<file path="src/rtl/mult_pipe_hs_if.sv">
// Handshake bundle for mult_pipe_hs.
//   Input side : IN_VALID, IN_READY, A, B, TC (0 = unsigned, 1 = two's complement)
//   Output side: OUT_VALID, OUT_READY, PRODUCT (A_width+B_width bits)
// master = producer/consumer environment, slave = the multiplier.
interface mult_pipe_hs_if #(
  parameter int A_width = 8,
  parameter int B_width = 8
);
  logic                       IN_VALID;
  logic                       IN_READY;
  logic [A_width-1:0]         A;
  logic [B_width-1:0]         B;
  logic                       TC;
  logic                       OUT_VALID;
  logic                       OUT_READY;
  logic [A_width+B_width-1:0] PRODUCT;

  modport master (
    output IN_VALID, A, B, TC, OUT_READY,
    input  IN_READY, OUT_VALID, PRODUCT
  );

  modport slave (
    input  IN_VALID, A, B, TC, OUT_READY,
    output IN_READY, OUT_VALID, PRODUCT
  );
endinterface

</file>
<file path="src/rtl/mult_pipe_hs.sv">
// Pipelined A*B multiplier with valid/ready flow control.
//   CLK   : clock, rising edge
//   rst_n : async active-low reset, clears valid bits and all data registers
//   CLR   : synchronous flush of every in-flight operation (valid bits only)
//   bus   : slave side of mult_pipe_hs_if (A/B/TC in, full-width PRODUCT out)
// The product is formed at acceptance and then carried through num_stages
// registers; the last register drives PRODUCT/OUT_VALID. The whole pipe
// advances together when the output slot is empty or being consumed.

// One pipeline register with its valid bit. Data only loads for a valid
// incoming entry, so a bubble leaves the previous contents in place.
module mult_pipe_stage #(
  parameter int W = 16
) (
  input  logic         CLK,
  input  logic         rst_n,
  input  logic         clr,
  input  logic         adv,
  input  logic         vld_in,
  input  logic [W-1:0] dat_in,
  output logic         vld_out,
  output logic [W-1:0] dat_out
);
  always_ff @(posedge CLK or negedge rst_n) begin
    if (!rst_n) begin
      vld_out <= 1'b0;
      dat_out <= '0;
    end else if (clr) begin
      vld_out <= 1'b0;
    end else if (adv) begin
      vld_out <= vld_in;
      if (vld_in) dat_out <= dat_in;
    end
  end
endmodule

module mult_pipe_hs #(
  parameter int A_width    = 8,
  parameter int B_width    = 8,
  parameter int num_stages = 4
) (
  input  logic           CLK,
  input  logic           rst_n,
  input  logic           CLR,
  mult_pipe_hs_if.slave  bus
);
  localparam int W = A_width + B_width;

  logic                            adv;
  logic                            acc;
  logic [W-1:0]                    a_ext;
  logic [W-1:0]                    b_ext;
  logic [W-1:0]                    prod_in;
  logic [num_stages-1:0]           vld_pipe;
  logic [num_stages-1:0][W-1:0]    prod_pipe;
  logic [num_stages-1:0]           stg_vld_in;
  logic [num_stages-1:0][W-1:0]    stg_dat_in;

  // Global stall: everything holds while a result waits at the output.
  assign adv          = !vld_pipe[num_stages-1] || bus.OUT_READY;
  assign bus.IN_READY = adv && !CLR;
  assign acc          = bus.IN_VALID && bus.IN_READY;

  // Extend both operands to the full product width (sign-extend only in TC
  // mode); the low W bits of the W x W product are then exact in both modes.
  assign a_ext   = {{B_width{bus.TC & bus.A[A_width-1]}}, bus.A};
  assign b_ext   = {{A_width{bus.TC & bus.B[B_width-1]}}, bus.B};
  assign prod_in = a_ext * b_ext;

  assign stg_vld_in[0] = acc;
  assign stg_dat_in[0] = prod_in;

  for (genvar g = 1; g < num_stages; g++) begin : g_link
    assign stg_vld_in[g] = vld_pipe[g-1];
    assign stg_dat_in[g] = prod_pipe[g-1];
  end

  for (genvar g = 0; g < num_stages; g++) begin : g_stg
    mult_pipe_stage #(.W(W)) u_stg (
      .CLK     (CLK),
      .rst_n   (rst_n),
      .clr     (CLR),
      .adv     (adv),
      .vld_in  (stg_vld_in[g]),
      .dat_in  (stg_dat_in[g]),
      .vld_out (vld_pipe[g]),
      .dat_out (prod_pipe[g])
    );
  end

  assign bus.OUT_VALID = vld_pipe[num_stages-1];
  assign bus.PRODUCT   = prod_pipe[num_stages-1];
endmodule
</file>
<file path="src/flat_wrapper.sv">
// flat-port wrapper written by rule: the top's interface ports become plain ports
module mult_pipe_hs_flat 
#(
  parameter int A_width    = 8,
  parameter int B_width    = 8,
  parameter int num_stages = 4
)
  (CLK, rst_n, CLR, bus_IN_VALID, bus_A, bus_B, bus_TC, bus_OUT_READY, bus_IN_READY, bus_OUT_VALID, bus_PRODUCT);
  mult_pipe_hs_if #(.A_width(A_width), .B_width(B_width)) bus_i ();
  input  logic CLK;
  input  logic rst_n;
  input  logic CLR;
  input wire logic [$bits(bus_i.IN_VALID)-1:0] bus_IN_VALID;
  input wire logic [$bits(bus_i.A)-1:0] bus_A;
  input wire logic [$bits(bus_i.B)-1:0] bus_B;
  input wire logic [$bits(bus_i.TC)-1:0] bus_TC;
  input wire logic [$bits(bus_i.OUT_READY)-1:0] bus_OUT_READY;
  output wire logic [$bits(bus_i.IN_READY)-1:0] bus_IN_READY;
  output wire logic [$bits(bus_i.OUT_VALID)-1:0] bus_OUT_VALID;
  output wire logic [$bits(bus_i.PRODUCT)-1:0] bus_PRODUCT;
  assign bus_i.IN_VALID = bus_IN_VALID;
  assign bus_i.A = bus_A;
  assign bus_i.B = bus_B;
  assign bus_i.TC = bus_TC;
  assign bus_i.OUT_READY = bus_OUT_READY;
  assign bus_IN_READY = bus_i.IN_READY;
  assign bus_OUT_VALID = bus_i.OUT_VALID;
  assign bus_PRODUCT = bus_i.PRODUCT;
  mult_pipe_hs #(.A_width(A_width), .B_width(B_width), .num_stages(num_stages)) u_core (.CLK(CLK), .rst_n(rst_n), .CLR(CLR), .bus(bus_i));
endmodule
</file>
<file path="config.mk">
export PLATFORM = sky130hd
export DESIGN_NAME = mult_pipe_hs_flat
export DESIGN_NICKNAME = d
export VERILOG_FILES = /design/src/rtl/mult_pipe_hs_if.sv /design/src/rtl/mult_pipe_hs.sv /design/src/flat_wrapper.sv
export SDC_FILE = /design/constraint.sdc
export NUM_CORES = 1
export LEC_CHECK = 0
export ABC_AREA = 1
export CAP_MARGIN = 20
export CORE_AREA = 2 2 105 107
export DETAILED_ROUTE_END_ITERATION = 10
export DIE_AREA = 0 0 107 109
export DONT_BUFFER_PORTS = 1
export PLACE_DENSITY = 0.71
export SKIP_LAST_GASP = 1
export SLEW_MARGIN = 20
export SYNTH_ARGS = -nofsm -noshare
export SYNTH_HDL_FRONTEND = slang
export SYNTH_SLANG_ARGS = --single-unit
</file>
<file path="constraint.sdc">
create_clock -name CLK -period 1.49 [get_ports CLK]
set_input_delay 0.0745 -clock CLK [delete_from_list [all_inputs] [get_ports CLK]]
set_output_delay 0.0745 -clock CLK [all_outputs]
set_load 0.01 [all_outputs]
</file>
=== After elaboration in Yosys (flattened, before gate mapping) ===
Index checks and enable logic that the tools add are counted.

* Logic and storage cells: 30
* Input bits: 22
* Output and inout bits: 18
* Flip-flop bits (word level): 68

* Bitwise operators: 3
* Multiply operators: 1
* Reduce and logical (&&, ||, !) cells: 10
* Multiplexer cells: 8

{| class="wikitable"
|+ Operator list
! operator !! count
|-
| multiplier 9 x 9 -> 16 bit || 1
|-
| AND reduction 3 bit || 4
|-
| two-way mux 1 bit || 8
|-
| AND 1 bit || 2
|-
| logical AND 1 bit || 2
|-
| logical NOT 1 bit || 2
|-
| nonzero test 2 bit || 1
|-
| logical OR 1 bit || 1
|-
| NOT 1 bit || 1
|}

=== Depth between registers and ports, before layout ===
Gate-level depths: netlist of the first run.

* Depth after elaboration: 6
* Mapped depth: 23

=== By module ===
A second synthesis of the first run with hierarchy kept.

* Cells, all modules: 730
* Area, all modules: 6,019.5 sq um

{| class="wikitable"
|+ By module, submodules not included
! module !! cells each !! sequential area each (sq um) !! instances !! area each (sq um)
|-
| mult_pipe_hs || 430 || 0.0 || 1 || 3,071.7
|-
| mult_pipe_stage || 75 || 425.4 || 4 || 737.0
|}

=== Least setup slack after synthesis of the first run ===
Ideal clock, no wire load.

* Kind: input port to flip-flop
* From: input port bus_B[7]
* To: register u_core.g_stg[0].u_stg.dat_out[15]
* Library setup time: 0.117 ns
* Cell stages on the path: 20
* Arrival time: 4.336 ns
* Setup slack: -2.963 ns
* Cells stage by stage: buf_2 > nand2_1 > or2_2 > fa_1 > fa_1 > inv_1 > fa_1 > fa_1 > inv_1 > fa_1 > inv_1 > ha_1 > a21oi_1 > o21ai_0 > nand2_1 > nand2_1 > nor2_1 > nand3_1 > nand3_1 > nand2_1

* Word-level cells in the longest chain between the ends: 2

{| class="wikitable"
|+ RTL lines
! item !! line !! text
|-
| start: declaration || flat_wrapper.sv:15 || <nowiki>input wire logic [$bits(bus_i.B)-1:0] bus_B;</nowiki>
|-
| AND 1 bit || mult_pipe_hs.sv:67 || <nowiki>assign b_ext = {{A_width{bus.TC & bus.B[B_width-1]}}, bus.B};</nowiki>
|-
| multiplier 9 x 9 -> 16 bit * || mult_pipe_hs.sv:68 || <nowiki>assign prod_in = a_ext * b_ext;</nowiki>
|-
| end signal: assignment || mult_pipe_hs.sv:32 || <nowiki>if (vld_in) dat_out <= dat_in;</nowiki>
|-
| end: declaration || mult_pipe_hs.sv:22 || <nowiki>output logic [W-1:0] dat_out</nowiki>
|}

Every way passes the cells marked *; elsewhere a longest branch is shown, timed or not.
A chain may end at the register's enable or synchronous reset.

=== Worst setup path in the final report of the first run ===
Same ends and word-level chain as after synthesis.

==> results.md, run 1 <==
- Portion of netlist area occupied by mux cells: ~6%
- Async SR Flop Fraction: 100.0%
- Layout cells sized above 1: between 20% and 30%
- Sequential share of the synthesized area: between 30% and 40%
- Critical Path RT: around 1.7 ns
- CP cell instances: nand2_8, or2_4, fa_1, fa_1, inv_1, fa_1, fa_1, inv_1, fa_1, inv_2, ha_4, nand2_1, nor2_1, nand2_1, nor2_2, nand3b_1, nand3_1, nand3_1, nand2_1
- Pleak: around 3.7 nW
- Compound-Gate Fraction of Synth Area: roughly 4.0%
- Vias in the first global route: roughly 4.3k
- Post-Synth Adder-Cell Area: slightly below 30%
- IO buf count: 0
- Die height: between 100 and 150 um
- Final slew viol count: 0
- Crit path launch type: primary input
- Critical path class: in -> reg
- Synth warnings: 0
- Layout Utilization: 62.85%
- Netlist Area Pre-Place: roughly 5600 sq um
- Primary FF master, synth: dfrtp_1
- Internal: 7.448 mW
- Die width: around 110 um
- Flop pwr share: 23.1%
- Synth Area in XOR/XNOR: 0.7754%
- Final period utilization: 250.3%
- Leading cell types by count after synthesis: nand2_1, inv_1, dfrtp_1
- FP Rows: 38
- Ports: 40
- Final setup viols: 12
- Vias: just over 4k
- Worst Slack Setup Final: -2.240 ns
- Unique masters post-synth: 30
- FILL cells: between 800 and 900
- CP max stage delay: between 0.5 and 0.6 ns
- Mapped Cells: 652
- CTS tree: yes
- Maxcap violations: 0
- Root Buffer: clkbuf_8
- DRC violation count after routing: 0
- Count leader, synth: nand2_1
- Clk_lat worst skew: ~0.33 ns
- Most used cell, CP: fa_1
- Final Wtd Congestion: between 0.8 and 0.9
- Pin count of the biggest net entering global routing: 69
- #FFs+latches synth: slightly below 70
- CP top delay family: adder cells
- Final ANT Viol Nets: 0
- Number of synthesized flops with an enable pin: 0
- Routed length per placed instance: between 10 and 15 um
- Max Clock Skew: 0.003947 ns
- DR pass1 iterations: 4
- Hold Violations, Final: 68
- CP Launch Point: bus_B[7]
- Synth area leaders: dfrtp_1, fa_1, nand2_1
- First-pass GRT wire length: 19,170 um
- Vias per cell: about 5
- Dpl ws: -2.616 ns
- Simple-Gate Fraction of Synth Area: between 10% and 20%
- RSZ-0062 raised after global routing: true
- Clock net sink count: just under 70
- Final wirelength: about 11,000 um
- Crit path DAT: 3.96 ns
- Violated checks: negative hold slack, negative setup slack
- Slew HR: between 70% and 80%
- FF-to-FF Start: u_core.g_stg[3].u_stg.vld_out
- Initial antenna violation count: 0
- CTS Buf Count: 9
- Top Layer Used: met4
- Clock Path Buffers: 2
- Worst Setup EP: u_core.g_stg[0].u_stg.dat_out[15]
- Worst R2R Path Depth: 5
- Grt total ovfl: 0
- Worst slew pin tran: around 0.42 ns
- Initial drt markers: 160
- Nets: between 700 and 800
- Cell count along the critical path: 19
- Hold buffer count at CTS: 6
- Initial Utilization: between 50% and 60%
- Yosys top cell by area: dfrtp_1
- GR Util All Layers: 20.92%
- # diodes: 0
- Core box area: between 10,000 and 15,000 sq um
- Outcome: finished, violations left
- Area share of the largest cell type after synthesis: 30.13%
- Largest family of logic cells by synthesized area: adder cells
- Clk pwr share: about a tenth
- Die ar.: approximately 12,000 sq um
- Crit path capture type: register
- Worst Path Max Fanout: 11
- Post-Synthesis Net Count: 770
- Power share of the combinational group: between 60% and 70%
- Pwr Density: 1900 nW/um^2
- Clock transition at path regs: ~0.06 ns
- Htree depth: 3
- Sw Share: about two fifths
- Largest vdd supply drop: between 0.9 and 1 mV
- Wl on met1: 4715 um
- Min Tclk post-route: about 3.7 ns
- WHS: -0.5662 ns
- Buf/Inv on CP: 3
- Metal2 WL: around 5700 um
- Metal3 WL: about 460 um
- R2r endpoint: u_core.g_stg[3].u_stg.vld_out
- Syn avg cell area: 8.662 sq um
- Setup slack, reg-to-reg: about 0.080 ns
- Net Sw Power: about 5.2 mW
- DP Wirelength: about 8800 um
- Area Growth Syn to Fin: 17.99%
- Hold Crit Class: in -> async
- Critical path's slowest cell: fa_1
- Max Freq: about 270 MHz
## flip-flops by register name, summed over array words and instances (netlist names)
| signal | flops |
|---|---|
| u_core.g_stg.u_stg.vld_out | 4 |
| u_core.g_stg.u_stg.dat_out | 64 |
## worst min-delay path by stage
stage,to,slack (ns),cells after the start
after floorplan,u_core.g_stg[0].u_stg.dat_out[0],-0.22,0
after global placement,u_core.g_stg[3].u_stg.dat_out[2],-0.22,0
after detailed placement,u_core.g_stg[3].u_stg.dat_out[2],-0.22,0
after CTS,u_core.g_stg[1].u_stg.dat_out[15],-0.59,0
after global routing,u_core.g_stg[2].u_stg.dat_out[3],-0.60,0
final,u_core.g_stg[0].u_stg.dat_out[1],-0.57,0
## cell usage in the layout, fill, tap and decap left out, types with 5 or more instances in the layout
master / Yosys / layout
mux2_2: 20 / 20
nor2_1: 22 / 15
o21ai_1: 1 / 10
dlygate4sd3_1: 0 / 6
o21ai_0: 26 / 14
a21oi_1: 14 / 9
ha_1: 33 / 16
fa_1: 63 / 61
inv_2: 0 / 10
buf_4: 2 / 31
nand2_4: 2 / 8
nand3_1: 22 / 20
mux2_4: 5 / 5
ha_4: 0 / 17
dfrtp_1: 68 / 68
inv_1: 161 / 149
nand2_2: 1 / 6
nand2_1: 168 / 154
nor2_2: 0 / 6
clkbuf_8: 0 / 11
## metrics by stage
stage	instances	TNS, ns	cell area, sq um	hold WS, ns	total power [mW]
finish	824	-21.21	6664	-0.5662	12.66
global route	824	-22.03	6664	-0.5965	13.84
CTS	823	-21.00	6540	-0.5868	12.02
detailed placement	798	-25.61	6162	-0.2199	9.888
global placement	798	-25.25	6162	-0.2199	9.665
floorplan	652	-24.70	6040	-0.2211	7.692
## cell type report
class                      count  area, sq um  area share [%]
inverter                     161        616.8           9.256
multi-input combinational    399         3664           54.98
timing repair buffer          41        337.8           5.069
sequential                    68         1702           25.54
tap                          140        175.2           2.629
clock inverter                 2        10.01          0.1502
clock buffer                  13        158.9           2.385
## power groups by stage
stage	clock (mW)	combinational, mW	sequential, mW
CTS	1.32	7.77	2.93
global placement	0	6.73	2.93
floorplan	0	4.84	2.85
global route	1.41	9.42	3.01
detailed placement	0	6.92	2.97
finish	1.28	8.46	2.93
## metal layers
layer	track usage (%)	up-vias
li1	-	1982
met1	24.12	1939
met2	38.03	95
met3	4.304	23
met4	8.534	0
met5	0	-
## cell families (layout without fill, tap and decap cells)
family          Yosys count  count (layout)
simple gates            226             226
buf+inv                 185             217
fa+ha+maj                96              96
flops                    68              68
compound gates           44              44
mux                      28              28
xor+xnor                  5               5
## repair_timing
item | in CTS | in global routing
buffers inserted | 4 | 1
hold endpoints to repair | 73 | 68
setup endpoints to repair | 12 | 12
pin swaps | 19 | 20
gates cloned | 0 | 0
gates resized for setup | 30 | 30
Note: power is estimated with default switching activity, not from simulation.
==> inputs of run 2 (changes only) <==
--- a/config.mk
+++ b/config.mk
@@ -7,13 +7,15 @@
 export LEC_CHECK = 0
 export ABC_AREA = 1
 export CAP_MARGIN = 20
-export CORE_AREA = 2 2 105 107
+export CORE_AREA = 2 2 108 110
 export DETAILED_ROUTE_END_ITERATION = 10
-export DIE_AREA = 0 0 107 109
+export DIE_AREA = 0 0 110 112
 export DONT_BUFFER_PORTS = 1
+export MAX_ROUTING_LAYER = met4
 export PLACE_DENSITY = 0.71
 export SKIP_LAST_GASP = 1
 export SLEW_MARGIN = 20
 export SYNTH_ARGS = -nofsm -noshare
 export SYNTH_HDL_FRONTEND = slang
+export SYNTH_HIERARCHICAL = 1
 export SYNTH_SLANG_ARGS = --single-unit
==> run 2 against run 1 <==
Effect of this change:
- the run still ends with negative hold slack, negative setup slack left
- clock power increased by 80%
- total power decreased by 2.1%
- fmax decreased by 0.66%
- wire length increased by 8.6%
- utilization decreased by 0.39 points
- sequential power decreased by 9.2%
- final cell count increased by 8.0%
==> results.md, run 2 <==
- Sw Share: 39.30% (-1.9 points)
- Final Wtd Congestion: 0.8465 (-3.0%)
- Count leader, synth: nand2_1
- Worst Slack Setup Final: -2.265 ns (-0.02463 ns)
- Post-Synth Adder-Cell Area: 27.81% (-1.8 points)
- Layout Utilization: 62.46% (-0.39 points)
- Outcome: finished, violations left
- Initial antenna violation count: 0 (unchanged)
- Commonest cells after routing, fill and taps aside: nand2_1, inv_1, nand4_1, dfrtp_1, fa_1
- Max Clock Skew: 0.007191 ns (+0.003243 ns)
- Synth warnings: 6 (+6)
- Most used cell, CP: fa_1
- Worst slew pin tran: 0.3467 ns (-0.07051 ns)
- Final ANT Viol Nets: 0 (unchanged)
- Pleak: 3.900 nW (+6.0%)
- GR Util All Layers: 21.95% (+1.0 points)
- Root Buffer: clkbuf_16
- Critical path's slowest cell: fa_1
- Sequential share of the synthesized area: 28.27% (-1.9 points)
- Nets: 860 (+7.8%)
- Total power: 12.39 mW (-2.1%)
- Hold buffer count at CTS: 2 (-4)
- Vias per cell: 5.216 (+6.4%)
- Final slew viol count: 0 (unchanged)
- Worst Path Max Fanout: 11 (unchanged)
- WHS: -0.5572 ns (+0.008962 ns)
- FILL cells: 934 (+6.1%)
- Die ar.: 12,320 sq um (+5.6%)
- Crit path launch type: primary input
- Routed length per placed instance: 13.64 um (+0.55%)
- Placed cell area: 6422 sq um (+4.2%)
- Hold Violations, Final: 68 (unchanged)
- Internal: 7.522 mW (+0.99%)
- Syn avg cell area: 8.246 sq um (-4.8%)
- Commonest non-fill, non-tap cell in the layout: nand2_1
- Synth Area in XOR/XNOR: 1.018% (+0.24 points)
- Violated checks: negative hold slack, negative setup slack
- CTS tree: yes
- Die height: 112 um (+2.8%)
- Final period utilization: 252.0% (+1.7 points)
- Async SR Flop Fraction: 100.0% (unchanged)
- Area Growth Syn to Fin: 15.94%
- Top flop regs: u_core/g_stg.u_stg/dat_out x64, u_core/g_stg.u_stg/vld_out x4
- CP cell instances: nand2_8, or2_4, fa_1, fa_1, inv_1, fa_1, fa_1, inv_2, fa_2, inv_2, ha_4, nand2_2, nand2_2, o21bai_4, nand4_1, nand2_1, xor2_1, nand4_1, nand2_1
- Unique masters post-synth: 28 (-6.7%)
- Clock transition at path regs: 0.06 ns (about the same)
- IO buf count: 0 (unchanged)
- Critical path class: in -> reg
- Max Freq: 266.3 MHz (-0.66%)
- Net Sw Power: 4.871 mW (-6.6%)
- Clk_lat worst skew: 0.32 ns (about the same)
- Number of flip-flops in the largest register: 64 (unchanged)
- Compound-Gate Fraction of Synth Area: 1.954% (-2.1 points)
- Hold Crit Class: in -> async
- Top reg by flops: u_core/g_stg.u_stg/dat_out
- Die width: 110 um (+2.8%)
- Maxcap violations: 0 (unchanged)
- Yosys top cell by area: dfrtp_1
- Vias: 4,642 (+15%)
- DP Wirelength: 9321 um (+5.9%)
- Clock net sink count: 68 (unchanged)
- Pin count of the biggest net entering global routing: 69 (unchanged)
- Crit path capture type: register
- Critical Path RT: 1.75 ns (+0.03 ns)
- FP Rows: 39 (+2.6%)
- Slew HR: 76.89% (+4.7 points)
- First-pass GRT wire length: 21,100 um (+10%)
- Number of synthesized flops with an enable pin: 0 (unchanged)
- Power share of the combinational group: 59.9% (-6.9 points)
- Final setup viols: 12 (unchanged)
- Netlist Area Pre-Place: 6020 sq um (+6.6%)
- Area share of the largest cell type after synthesis: 28.27% (-1.9 points)
- Grt total ovfl: 0 (unchanged)
- Initial Utilization: 53.87% (+0.60 points)
- Layout cells sized above 1: 19.01% (-2.6 points)
- Primary FF master, synth: dfrtp_1
- Clk pwr share: 18.6% (+8.5 points)
- Largest family of logic cells by synthesized area: adder cells
- Pwr Density: 1776 nW/um^2 (-6.5%)
- Htree depth: 3 (unchanged)
- Leading cell types by count after synthesis: nand2_1, inv_1, dfrtp_1, nand4_1, fa_1
- #FFs+latches synth: 68 (unchanged)
- Crit path DAT: 4.01 ns (+0.05 ns)
- CTS Buf Count: 9 (unchanged)
- Final Instance Area: 6979 sq um (+4.7%)
- Synth area leaders: dfrtp_1, fa_1, nand2_1
- Mapped Cells: 730 (+12%)
- Vias in the first global route: 4,858 (+12%)
- Core box area: 11,170 sq um (+5.4%)
- Initial drt markers: 302 (+89%)
- Flop pwr share: 21.4% (-1.7 points)
- RSZ-0062 raised after global routing: true
- Fin Setup TNS: -22.09 ns (-0.8726 ns)
- # diodes: 0 (unchanged)
- Post-Synthesis Net Count: 848 (+10%)
- Simple-Gate Fraction of Synth Area: 26.58% (+9.9 points)
- Largest vdd supply drop: 1.079 mV (+10%)
- DRC violation count after routing: 0 (unchanged)
- Min Tclk post-route: 3.755 ns (+0.02463 ns)
- Portion of netlist area occupied by mux cells: 0% (-5.9 points)
- Ports: 40 (unchanged)
- Final wirelength: 12,140 um (+8.6%)
- CP max stage delay: 0.53 ns (+0.02 ns)
- Clock Path Buffers: 2 (unchanged)
- DR pass1 iterations: 4 (unchanged)
run 2: changes by cell type in the layout (fill, tap and decap cells not counted), moves of 7 or more:
cell       change
nand2_1       +69
o21ai_0        -9
clkbuf_16      +9
inv_2          +7
mux2_2        -20
clkbuf_8       -9
inv_1         -17
nand4_1       +65
nand2_2       +11
o21ai_1        -9
nand3_1       -14
run 2: metal layers:
layer	vias to the layer above	wire (um)	global-route usage, %
li1	2251	-	-
met1	2270	4584	22.97
met2	103	6918	41.68
met3	18	429	3.220
met4	0	210	5.992
met5	-	0	-
run 2: cell type report:
type / count / area (sq um) / share of cell area, %
multi-input combinational: 472 / 3857 / 55.27
sequential: 68 / 1702 / 24.38
inverter: 150 / 568.0 / 8.139
timing repair buffer: 41 / 336.6 / 4.823
clock buffer: 11 / 252.7 / 3.621
tap: 143 / 178.9 / 2.564
clock inverter: 5 / 83.83 / 1.201
run 2: metrics by stage:
step                worst slack, ns  hold WS [ns]  instances
floorplan                    -2.550       -0.2211        730
global placement             -2.565       -0.2199        869
detailed placement           -2.592       -0.2199        869
CTS                          -2.231       -0.5653        887
global route                 -2.448       -0.5758        890
finish                       -2.265       -0.5572        890
run 2: path summary, 6_finish.rpt:
check	cells past startpoint	slack (ns)	start	end
worst min register to register	2	0.47	u_core/g_stg[1].u_stg/dat_out[13]	u_core/g_stg[1].u_stg/dat_out[13]
max in group asynchronous	0	1.95	rst_n	u_core/g_stg[3].u_stg/dat_out[15]
worst min-delay path	0	-0.56	rst_n	u_core/g_stg[2].u_stg/dat_out[0]
worst max-delay path	19	-2.26	bus_B[7]	u_core/g_stg[0].u_stg/dat_out[13]
worst max register to register	5	0.16	u_core/g_stg[3].u_stg/vld_out	u_core/g_stg[2].u_stg/dat_out[9]
min in group CLK	4	0.01	bus_B[0]	u_core/g_stg[0].u_stg/dat_out[0]
run 2: power by group through the flow:
stage               clock network (mW)  registers, mW  logic [mW]
detailed placement                   0           2.67        6.44
floorplan                            0           2.60        4.74
global route                      2.46           2.72        8.36
global placement                     0           2.65        6.31
CTS                               2.35           2.65        6.64
finish                            2.31           2.66        7.43
run 2: timing repair:
action	CTS	global route
hold endpoints to repair	73	68
buffers inserted	0	4
pin swaps	14	34
endpoints found under the setup margin	12	12
resized for setup	6	36
run 2: critical path: cells and delay by family:
kind	cells	cell delay, ns
adder cells (fa/ha/maj)	6	2.79
AND/OR/NAND/NOR	8	0.74
AO/OA/AOI/OAI	1	0.12
buffers and inverters	3	0.13
XOR/XNOR	1	0.13
run 2: cell families after synthesis:
| group | count (synthesis) |
|---|---|
| AOI/OAI and AO/OA | 19 |
| DFF | 68 |
| buffers and inverters | 190 |
| xor gates and xnor gates | 7 |
| adders and majority gates | 96 |
| and+or+nand+nor | 350 |
